===== config.mk =====
export PLATFORM = sky130hd
export DESIGN_NAME = dwise_window_seq
export DESIGN_NICKNAME = d
export VERILOG_FILES = /design/src/rtl/dwise_seq_pkg.sv /design/src/rtl/dwise_tap_addr.sv /design/src/rtl/dwise_window_seq.sv
export SDC_FILE = /design/constraint.sdc
export NUM_CORES = 1
export LEC_CHECK = 0
export CAP_MARGIN = 20
export CORE_ASPECT_RATIO = 1.5
export CORE_MARGIN = 2
export CORE_UTILIZATION = 59
export CTS_CLUSTER_SIZE = 24
export DETAILED_ROUTE_END_ITERATION = 10
export PLACE_DENSITY_LB_ADDON = 0.08
export SYNTH_ARGS = -nofsm -noshare
export SYNTH_HDL_FRONTEND = slang
export SYNTH_SLANG_ARGS = --single-unit

===== constraint.sdc =====
create_clock -name i_clk -period 9 [get_ports i_clk]
set_input_delay 1.8 -clock i_clk [delete_from_list [all_inputs] [get_ports i_clk]]
set_output_delay 1.8 -clock i_clk [all_outputs]
set_load 0.03 [all_outputs]

===== src/rtl/dwise_seq_pkg.sv =====
// Shared types and helpers for the depthwise sliding-window sequencer.
package dwise_seq_pkg;

  typedef enum logic [1:0] {
    IDLE  = 2'd0,
    RUN   = 2'd1,
    DRAIN = 2'd2
  } state_t;

  localparam int unsigned KERNEL_SIZE_DEF = 3;

  function automatic int unsigned tap_count(input int unsigned k);
    return k * k;
  endfunction

  // Output edge of a square map; zero when the padded map is smaller than the kernel.
  function automatic int out_size(input int i_size, input int pad, input int k, input int stride);
    int span;
    span = i_size + 2 * pad - k;
    if (span < 0) return 0;
    return span / stride + 1;
  endfunction

endpackage


===== src/rtl/dwise_tap_addr.sv =====
// One kernel tap: maps the current output position to an NHWC address and in-bounds flag.
module dwise_tap_addr #(
  parameter int unsigned ADDR_WIDTH   = 6,
  parameter int unsigned CNT_WIDTH    = 8,
  parameter int unsigned STRIDE_WIDTH = 2,
  parameter int unsigned PAD_WIDTH    = 2,
  parameter int unsigned KX           = 0,
  parameter int unsigned KY           = 0
) (
  input  logic [ADDR_WIDTH-1:0]   start_addr,
  input  logic [ADDR_WIDTH-1:0]   i_size,
  input  logic [ADDR_WIDTH-1:0]   c_size,
  input  logic [STRIDE_WIDTH-1:0] stride,
  input  logic [PAD_WIDTH-1:0]    pad,
  input  logic [CNT_WIDTH-1:0]    pos_x,
  input  logic [CNT_WIDTH-1:0]    pos_y,
  input  logic [ADDR_WIDTH-1:0]   chan,
  output logic [ADDR_WIDTH-1:0]   addr,
  output logic                    in_bound
);

  localparam int unsigned CDW = CNT_WIDTH + STRIDE_WIDTH + 8;

  logic signed [CDW-1:0]  ix;
  logic signed [CDW-1:0]  iy;
  logic                   in_x;
  logic                   in_y;
  logic [ADDR_WIDTH-1:0]  ixa;
  logic [ADDR_WIDTH-1:0]  iya;
  logic [ADDR_WIDTH-1:0]  lin;
  logic [ADDR_WIDTH-1:0]  raw;

  // Address arithmetic is modular, so low bits of the coordinates suffice.
  always_comb begin
    ix   = $signed(CDW'(pos_x) * CDW'(stride)) - $signed(CDW'(pad)) + $signed(CDW'(KX));
    iy   = $signed(CDW'(pos_y) * CDW'(stride)) - $signed(CDW'(pad)) + $signed(CDW'(KY));
    in_x = !ix[CDW-1] && (ix[CDW-2:0] < (CDW-1)'(i_size));
    in_y = !iy[CDW-1] && (iy[CDW-2:0] < (CDW-1)'(i_size));
    in_bound = in_x && in_y;
    ixa  = ix[ADDR_WIDTH-1:0];
    iya  = iy[ADDR_WIDTH-1:0];
    lin  = ixa * i_size + iya;
    raw  = start_addr + lin * c_size + chan;
    addr = in_bound ? raw : '0;
  end

endmodule


===== src/rtl/dwise_window_seq.sv =====
// Walks channels and output positions of one layer, emitting one K*K window per accepted beat.
module dwise_window_seq
  import dwise_seq_pkg::*;
#(
  parameter int unsigned ROWS         = 4,
  parameter int unsigned ADDR_WIDTH   = 6,
  parameter int unsigned KERNEL_SIZE  = KERNEL_SIZE_DEF,
  parameter int unsigned STRIDE_WIDTH = 2,
  parameter int unsigned PAD_WIDTH    = 2
) (
  input  logic                    i_clk,
  input  logic                    i_rst,
  input  logic                    i_clear,
  input  logic                    i_start,
  input  logic [ADDR_WIDTH-1:0]   i_start_addr,
  input  logic [ADDR_WIDTH-1:0]   i_i_size,
  input  logic [ADDR_WIDTH-1:0]   i_i_c_size,
  input  logic [STRIDE_WIDTH-1:0] i_stride,
  input  logic [PAD_WIDTH-1:0]    i_pad,
  input  logic [ROWS-1:0]         i_row_id,
  input  logic                    i_ready,
  output logic                    o_valid,
  output logic [0:KERNEL_SIZE*KERNEL_SIZE-1][ADDR_WIDTH-1:0] o_addr,
  output logic [KERNEL_SIZE*KERNEL_SIZE-1:0] o_mask,
  output logic [ADDR_WIDTH-1:0]   o_o_x,
  output logic [ADDR_WIDTH-1:0]   o_o_y,
  output logic [ADDR_WIDTH-1:0]   o_c,
  output logic [ROWS-1:0]         o_row_id,
  output logic                    o_busy,
  output logic                    o_done
);

  localparam int unsigned ADDR_LENGTH = tap_count(KERNEL_SIZE);
  localparam int unsigned CW          = ADDR_WIDTH + 2;

  state_t state, state_n;

  logic [ADDR_WIDTH-1:0]   cfg_start, cfg_start_n, cfg_i, cfg_i_n, cfg_c, cfg_c_n;
  logic [STRIDE_WIDTH-1:0] cfg_s, cfg_s_n;
  logic [PAD_WIDTH-1:0]    cfg_p, cfg_p_n;
  logic [ROWS-1:0]         cfg_row, cfg_row_n;
  logic [CW-1:0]           cfg_osz, cfg_osz_n;
  logic [CW-1:0]           cx, cx_n, cy, cy_n;
  logic [ADDR_WIDTH-1:0]   cc, cc_n;

  logic                    valid_n, busy_n, done_n;
  logic [0:ADDR_LENGTH-1][ADDR_WIDTH-1:0] addr_n;
  logic [ADDR_LENGTH-1:0]  mask_n;
  logic [ADDR_WIDTH-1:0]   ox_n, oy_n, oc_n;
  logic [ROWS-1:0]         row_n;

  logic [ADDR_WIDTH-1:0]   start_sel, i_sel, c_sel;
  logic [STRIDE_WIDTH-1:0] s_sel, s_in;
  logic [PAD_WIDTH-1:0]    p_sel;
  logic [ROWS-1:0]         row_sel;
  logic [CW-1:0]           osz_in, osz_sel;
  logic                    empty_sel, last, load;

  logic [0:ADDR_LENGTH-1][ADDR_WIDTH-1:0] tap_addr;
  logic [ADDR_LENGTH-1:0]  tap_in;

  // In IDLE the taps see live inputs so the first window loads on the start edge.
  always_comb begin
    s_in      = (i_stride == '0) ? STRIDE_WIDTH'(1) : i_stride;
    osz_in    = CW'(out_size(int'(i_i_size), int'(i_pad), int'(KERNEL_SIZE), int'(s_in)));
    start_sel = (state == IDLE) ? i_start_addr : cfg_start;
    i_sel     = (state == IDLE) ? i_i_size     : cfg_i;
    c_sel     = (state == IDLE) ? i_i_c_size   : cfg_c;
    s_sel     = (state == IDLE) ? s_in         : cfg_s;
    p_sel     = (state == IDLE) ? i_pad        : cfg_p;
    row_sel   = (state == IDLE) ? i_row_id     : cfg_row;
    osz_sel   = (state == IDLE) ? osz_in       : cfg_osz;
    empty_sel = (osz_sel == '0) || (c_sel == '0);
    last      = (cc == c_sel - ADDR_WIDTH'(1)) && (cx == osz_sel - CW'(1)) &&
                (cy == osz_sel - CW'(1));
  end

  for (genvar kx = 0; kx < KERNEL_SIZE; kx++) begin : g_kx
    for (genvar ky = 0; ky < KERNEL_SIZE; ky++) begin : g_ky
      dwise_tap_addr #(
        .ADDR_WIDTH  (ADDR_WIDTH),
        .CNT_WIDTH   (CW),
        .STRIDE_WIDTH(STRIDE_WIDTH),
        .PAD_WIDTH   (PAD_WIDTH),
        .KX          (kx),
        .KY          (ky)
      ) u_tap (
        .start_addr(start_sel),
        .i_size    (i_sel),
        .c_size    (c_sel),
        .stride    (s_sel),
        .pad       (p_sel),
        .pos_x     (cx),
        .pos_y     (cy),
        .chan      (cc),
        .addr      (tap_addr[kx*KERNEL_SIZE+ky]),
        .in_bound  (tap_in[kx*KERNEL_SIZE+ky])
      );
    end
  end

  // Next-state, counter walk and output register load.
  always_comb begin
    state_n     = state;
    cfg_start_n = cfg_start;
    cfg_i_n     = cfg_i;
    cfg_c_n     = cfg_c;
    cfg_s_n     = cfg_s;
    cfg_p_n     = cfg_p;
    cfg_row_n   = cfg_row;
    cfg_osz_n   = cfg_osz;
    cx_n        = cx;
    cy_n        = cy;
    cc_n        = cc;
    valid_n     = o_valid;
    addr_n      = o_addr;
    mask_n      = o_mask;
    ox_n        = o_o_x;
    oy_n        = o_o_y;
    oc_n        = o_c;
    row_n       = o_row_id;
    done_n      = 1'b0;
    load        = 1'b0;

    if (i_clear) begin
      state_n = IDLE;
      cx_n    = '0;
      cy_n    = '0;
      cc_n    = '0;
      valid_n = 1'b0;
      addr_n  = '0;
      mask_n  = '0;
      ox_n    = '0;
      oy_n    = '0;
      oc_n    = '0;
      row_n   = '0;
    end else begin
      unique case (state)
        IDLE: begin
          if (i_start) begin
            cfg_start_n = i_start_addr;
            cfg_i_n     = i_i_size;
            cfg_c_n     = i_i_c_size;
            cfg_s_n     = s_in;
            cfg_p_n     = i_pad;
            cfg_row_n   = i_row_id;
            cfg_osz_n   = osz_in;
            if (empty_sel) done_n = 1'b1;
            else           load   = 1'b1;
          end
        end
        RUN: begin
          if (!o_valid || i_ready) load = 1'b1;
        end
        DRAIN: begin
          if (i_ready) begin
            state_n = IDLE;
            valid_n = 1'b0;
            done_n  = 1'b1;
            addr_n  = '0;
            mask_n  = '0;
            ox_n    = '0;
            oy_n    = '0;
            oc_n    = '0;
            row_n   = '0;
          end
        end
        default: state_n = IDLE;
      endcase

      if (load) begin
        valid_n = 1'b1;
        addr_n  = tap_addr;
        mask_n  = tap_in;
        ox_n    = ADDR_WIDTH'(cx);
        oy_n    = ADDR_WIDTH'(cy);
        oc_n    = cc;
        row_n   = row_sel;
        if (last) begin
          state_n = DRAIN;
          cx_n    = '0;
          cy_n    = '0;
          cc_n    = '0;
        end else begin
          state_n = RUN;
          // o_y innermost, then o_x, then channel.
          if (cy == osz_sel - CW'(1)) begin
            cy_n = '0;
            if (cx == osz_sel - CW'(1)) begin
              cx_n = '0;
              cc_n = cc + ADDR_WIDTH'(1);
            end else begin
              cx_n = cx + CW'(1);
            end
          end else begin
            cy_n = cy + CW'(1);
          end
        end
      end
    end

    busy_n = (state_n == RUN) || valid_n;
  end

  always_ff @(posedge i_clk or posedge i_rst) begin
    if (i_rst) begin
      state     <= IDLE;
      cfg_start <= '0;
      cfg_i     <= '0;
      cfg_c     <= '0;
      cfg_s     <= '0;
      cfg_p     <= '0;
      cfg_row   <= '0;
      cfg_osz   <= '0;
      cx        <= '0;
      cy        <= '0;
      cc        <= '0;
      o_valid   <= 1'b0;
      o_addr    <= '0;
      o_mask    <= '0;
      o_o_x     <= '0;
      o_o_y     <= '0;
      o_c       <= '0;
      o_row_id  <= '0;
      o_busy    <= 1'b0;
      o_done    <= 1'b0;
    end else begin
      state     <= state_n;
      cfg_start <= cfg_start_n;
      cfg_i     <= cfg_i_n;
      cfg_c     <= cfg_c_n;
      cfg_s     <= cfg_s_n;
      cfg_p     <= cfg_p_n;
      cfg_row   <= cfg_row_n;
      cfg_osz   <= cfg_osz_n;
      cx        <= cx_n;
      cy        <= cy_n;
      cc        <= cc_n;
      o_valid   <= valid_n;
      o_addr    <= addr_n;
      o_mask    <= mask_n;
      o_o_x     <= ox_n;
      o_o_y     <= oy_n;
      o_c       <= oc_n;
      o_row_id  <= row_n;
      o_busy    <= busy_n;
      o_done    <= done_n;
    end
  end

endmodule


==> results of run 1 <==
==> kinds of logic after synthesis <==
group	count (synthesis)	share of synthesized area, %
buffers and inverters	488	5.65
other	1	0.0102
AOI/OAI and AO/OA	1267	25.4
xor gates and xnor gates	455	11.0
adders and majority gates	454	18.1
and+or+nand+nor	1958	27.6
DFF	146	9.89
muxes	81	2.31
==> per-layer routing <==
layer	overflow	global-route usage, %
met3	0	39.4
met5	0	24.1
met1	1	56.5
met4	3	61.2
met2	5	87.4
==> through the flow <==
| stage | worst slack [ns] | cells | setup TNS (ns) | utilization, % |
|---|---|---|---|---|
| floorplan | -46.08 | 4873 | -5479.67 | - |
| global placement | -39.18 | 7381 | -4667.11 | 84.2 |
| detailed placement | -41.13 | 7381 | -4900.80 | 84.2 |
| CTS | -39.23 | 7448 | -4671.46 | 86.2 |
==> Yosys cell counts, types with 18 or more instances <==
master and number:
o31ai_1 27, o2bb2ai_1 40, a22o_1 28, a211oi_1 47
nand2_1 507, xnor2_1 346, nor2_1 438, a21boi_0 18
a31oi_1 50, nand4_1 69, nand3_1 146, and3_1 57
or3_1 60, a21oi_1 230, or2_2 53, nand2b_1 70
clkbuf_1 66, ha_1 312, buf_4 36, o22ai_1 28
mux2i_1 63, a211o_1 26, o21ai_0 152, a21o_1 73
nor3_1 163, o21a_1 58, dfrtp_1 146, nor4_1 42
inv_1 347, o221ai_1 19, o21bai_1 28, and2_1 91
o211ai_1 49, o21ai_1 48, and4_1 26, a32o_1 21
xor2_1 101, nor2b_1 47, fa_1 137
==> what timing repair did <==
action | 4_1_cts
pin swaps | 53
resized for setup | 66
endpoints found under the setup margin | 120
cloned | 3
setup buffers | 32
hold buffers | 0
==> run_results.csv, run 1 <==
group,metric,value,unit
outcome,status,"aborted with a tool error",
outcome,stop_stage,"5_1_grt",
outcome,tool.error,"[ERROR GRT-0116] Global routing finished with congestion. Check the congestion regions in the DRC Viewer.",
global_routing,overflow,9,
synthesis,synthesis.area,0.0369,mm²
clock_tree,cts_max_path_buffers,2,
synthesis,syn_inst,4850,
floorplan,num_io_pins,119,
global_routing,grt_pass1_vias,53800,
synthesis,ys_types,159,
synthesis,synthArstFlopShare,100,%
clock_tree,cts_made_buffers,17,
floorplan,initial_utilization,59.5,%
place,place_congestion,1.02,
place,dp_hpwl,127000,µm
synthesis,synth_seq_cells,146,
synthesis,synth-edff-count,0,
synthesis,synth_area_leaders,"ha_1 (11%), dfrtp_1 (9.9%), xnor2_1 (8.2%)",
synthesis,yosysTopAreaCellShare,10.6,%
synthesis,ys.flop_type,"dfrtp_1",
floorplan,die_w,208,µm
place,dpl-instance-area,0.0523,mm²
clock_tree,clock-sinks,146,
clock_tree,htree_levels,4,
synthesis,ys_warn_count,0,
clock_tree,cts_root_buf,"clkbuf_16",
synthesis,synth_top_area_cell,"ha_1",
place,port-buffer-count,118,
floorplan,rows,112,
global_routing,grt_first_pass_wirelength,303000,µm
synthesis,yosysSeqAreaShare,9.89,%
floorplan,fp.dieH,310,µm
global_routing,grt_usage,61.1,%
global_routing,grt_max_degree,89,
synthesis,synth_area_per_cell,7.62,µm²
==> inputs of run 2 (changes only) <==
Settings changed: CORE_ASPECT_RATIO 1.5 to unset, CORE_UTILIZATION 59 to 40, CTS_CLUSTER_SIZE 24 to unset, PLACE_DENSITY_LB_ADDON 0.08 to 0.15.
Clock period 9 ns to 11.7 ns, I/O delays scaled along.
==> run 2 against run 1 <==
- the flow now finishes, with violations (setup timing)
- synthesized cell count stayed put
- area after synthesis is the same
==> run_results.csv, run 2 <==
group,metric,value,unit
synthesis,synth_area_leaders,"ha_1 (11%), dfrtp_1 (9.9%), xnor2_1 (8.2%)",
global_routing,grt_first_pass_wirelength,232000,µm
sta,finalCritPeriodShare,419,%
layout,fin_nets,7397,
global_routing,overflow,0,
setup_path,critPathMaxStageDelay,0.61,ns
synthesis,synthTopCellsByCount,"nand2_1 (507), nor2_1 (438), inv_1 (347)",
synthesis,synth-adder-area-share,18.1,%
global_routing,antenna_found_initial,0,
global_routing,grt_usage,29.8,%
outcome,status,"finished with violations",
floorplan,dieArea,0.0948,mm²
synthesis,synth-simple-area-share,27.6,%
global_routing,use_met1,38.9,%
sta,hold_viol_final,0,
sta,rsz0062_at_grt,"true",
synthesis,synth_top_family_by_area,"simple AND/OR/NAND/NOR gates",
setup_path,cp_slowest_cell,"or4b_4",
clock_tree,cts_root_buf,"clkbuf_16",
place,dpl-instance-area,0.0521,mm²
setup_path,critPathKind,"in2reg",
setup_path,cp_common_cell,"buf_4",
clock_tree,ctsHoldBuffers,0,
synthesis,synth_most_common_cell,"nand2_1",
sta,layout_setup_ws,-37.35,ns
clock_tree,htree_levels,4,
layout,final_common_cell,"buf_4",
clock_tree,tritoncts,"yes",
setup_path,critPathArrivalTime,49.38,ns
place,port-buffer-count,118,
drt,viasPerCell,5.52,
synthesis,synthesis.area,0.0369,mm²
synthesis,yosys.area_share.xor_xnor,11.0,%
sta,finalSetupViolations,120,
floorplan,fp.dieH,308,µm
synthesis,yosysTopAreaCellShare,10.6,%
layout,drive_gt1_share,37.3,%
sta,max_clock_freq,0.0204,GHz
drt,routed_wl,147000,µm
sta,maxSlewViolCount,0,
floorplan,core,0.0917,mm²
synthesis,synth_compound_area_share,25.4,%
floorplan,die_w,308,µm
drt,wl_per_cell,18.1,µm
outcome,violations,"setup timing",
sta,maxSlewHeadroom,29.8,%
synthesis,yosysSeqAreaShare,9.89,%
layout,largestRegisters,"o_addr x54, o_mask x9",
clock_tree,cts_made_buffers,17,
min_path,hold_depth,2,
sta,fin_worst_skew,0.0213,ns
place,place_congestion,0.947,
layout,largest_reg_flops,54,
floorplan,rows,111,
setup_path,cp-start-kind,"input port",
sta,tightest_slew,1.05,ns
setup_path,cp.required,12.03,ns
sta,finalSetupTns,-4424.42,ns
global_routing,grt_busiest_layer,"met2",
setup_path,crit_path_end_kind,"flop",
layout,antenna_cells,0,
place,dp_hpwl,116000,µm
floorplan,initial_utilization,40.3,%
synthesis,syn_inst,4850,
layout,fillCellCount,8135,
synthesis,synth.area.mux_share,2.31,%
global_routing,met3_usage,2.30,%
synthesis,synthArstFlopShare,100,%
drt,final_antenna_net_count,0,
global_routing,grt_pass1_vias,44200,
setup_path,worstPathMaxFanout,8,
drt,num_vias,44800,
floorplan,num_io_pins,119,
min_path,hold_path.class,"reg2reg",
synthesis,ys.flop_type,"dfrtp_1",
layout,largest_register,"o_addr",
global_routing,grt_max_degree,81,
clock_tree,clkLatencyLatePin,0.46,ns
setup_path,reg2reg_depth,39,
synthesis,ys_warn_count,0,
synthesis,synth_area_per_cell,7.62,µm²
clock_tree,clock-sinks,146,
sta,min_period,49.05,ns
clock_tree,clk_pin_slew,0.08,ns
synthesis,synth-edff-count,0,
layout,layout_common_cells,"buf_4 (2022), nand2_1 (481), nor2_1 (390)",
clock_tree,cts_max_path_buffers,2,
synthesis,synth_seq_cells,146,
job,cap_violations,0,
drt,drt_pre_antenna_iters,5,
drt,route.detailed.drc,0,
global_routing,use_met2,52.9,%
layout,final_area,0.0568,mm²
synthesis,synth_top_area_cell,"ha_1",
layout,area_delta_synth_final,53.8,%
drt,drt-initial-drc-count,3131,
synthesis,ys_types,159,
## run 2: cell counts after synthesis
No cell type changed its count.
## run 2: routing by layer
layer,vias up,routed length (µm)
li1,21800,-
met1,21500,65300
met2,1211,71800
met3,237,6070
met4,0,3430
met5,-,0
## run 2: timing repair
| action | 4_1_cts | 5_1_grt |
|---|---|---|
| buffers inserted | 340 | 76 |
| pin swaps | 148 | 127 |
| gates cloned | 0 | 1 |
| endpoints found under the setup margin | 120 | 120 |
| resized for setup | 88 | 126 |
## run 2: cell families after synthesis
group | Yosys count
and+or+nand+nor | 1958
AOI/OAI and AO/OA | 1267
buffers and inverters | 488
xor gates and xnor gates | 455
adders and majority gates | 454
DFF | 146
muxes | 81
other | 1
## run 2: layout make-up
type                            count  area [µm²]  area share (%)
Tap cell                         1186        1480            2.61
Clock buffer                       17         425           0.749
Clock inverter                     15         185           0.326
Sequential cell                   146        3650            6.43
Timing Repair Buffer             2162       16700            29.4
Multi-Input combinational cell   4239       33000            58.1
Inverter                          351        1340            2.37
## run 2: worst paths after layout
kind	from	endpoint	slack [ns]
hold / removal	cfg_c[5]	cfg_c[5]	0.48
setup reg to reg	state[1]	o_addr[5]	1.83
setup / recovery	i_stride[1]	cc[3]	-37.35
hold reg to reg	cfg_c[5]	cfg_c[5]	0.48
max in group asynchronous	i_rst	o_addr[9]	7.95
min in group asynchronous	i_rst	cfg_row[0]	2.40
## run 2: worst max-delay path: cells and delay by family
kind | cells | cell delay [ns]
buf+inv | 117 | 14.57
simple gates | 83 | 13.74
compound gates | 75 | 11.99
fa+ha+maj | 22 | 5.88
xor+xnor | 3 | 0.43
mux | 2 | 0.38
## run 2: per-stage QoR
step / utilization, % / worst slack [ns] / hold WS [ns] / cells
4_1_cts: 60.7 / -36.33 / 0.473 / 8045
5_1_grt: 62.0 / -39.57 / 0.502 / 8116
6_report: 62.0 / -37.35 / 0.477 / 8116
3_5_place_dp: 56.8 / -38.78 / 0.456 / 7674
3_3_place_gp: 56.8 / -36.72 / 0.453 / 7674
2_1_floorplan: - / -43.92 / 0.439 / 4873
Power of run 2 is not shown: default switching activity piles up to over one toggle a cycle in this logic, so the estimate is an artifact.
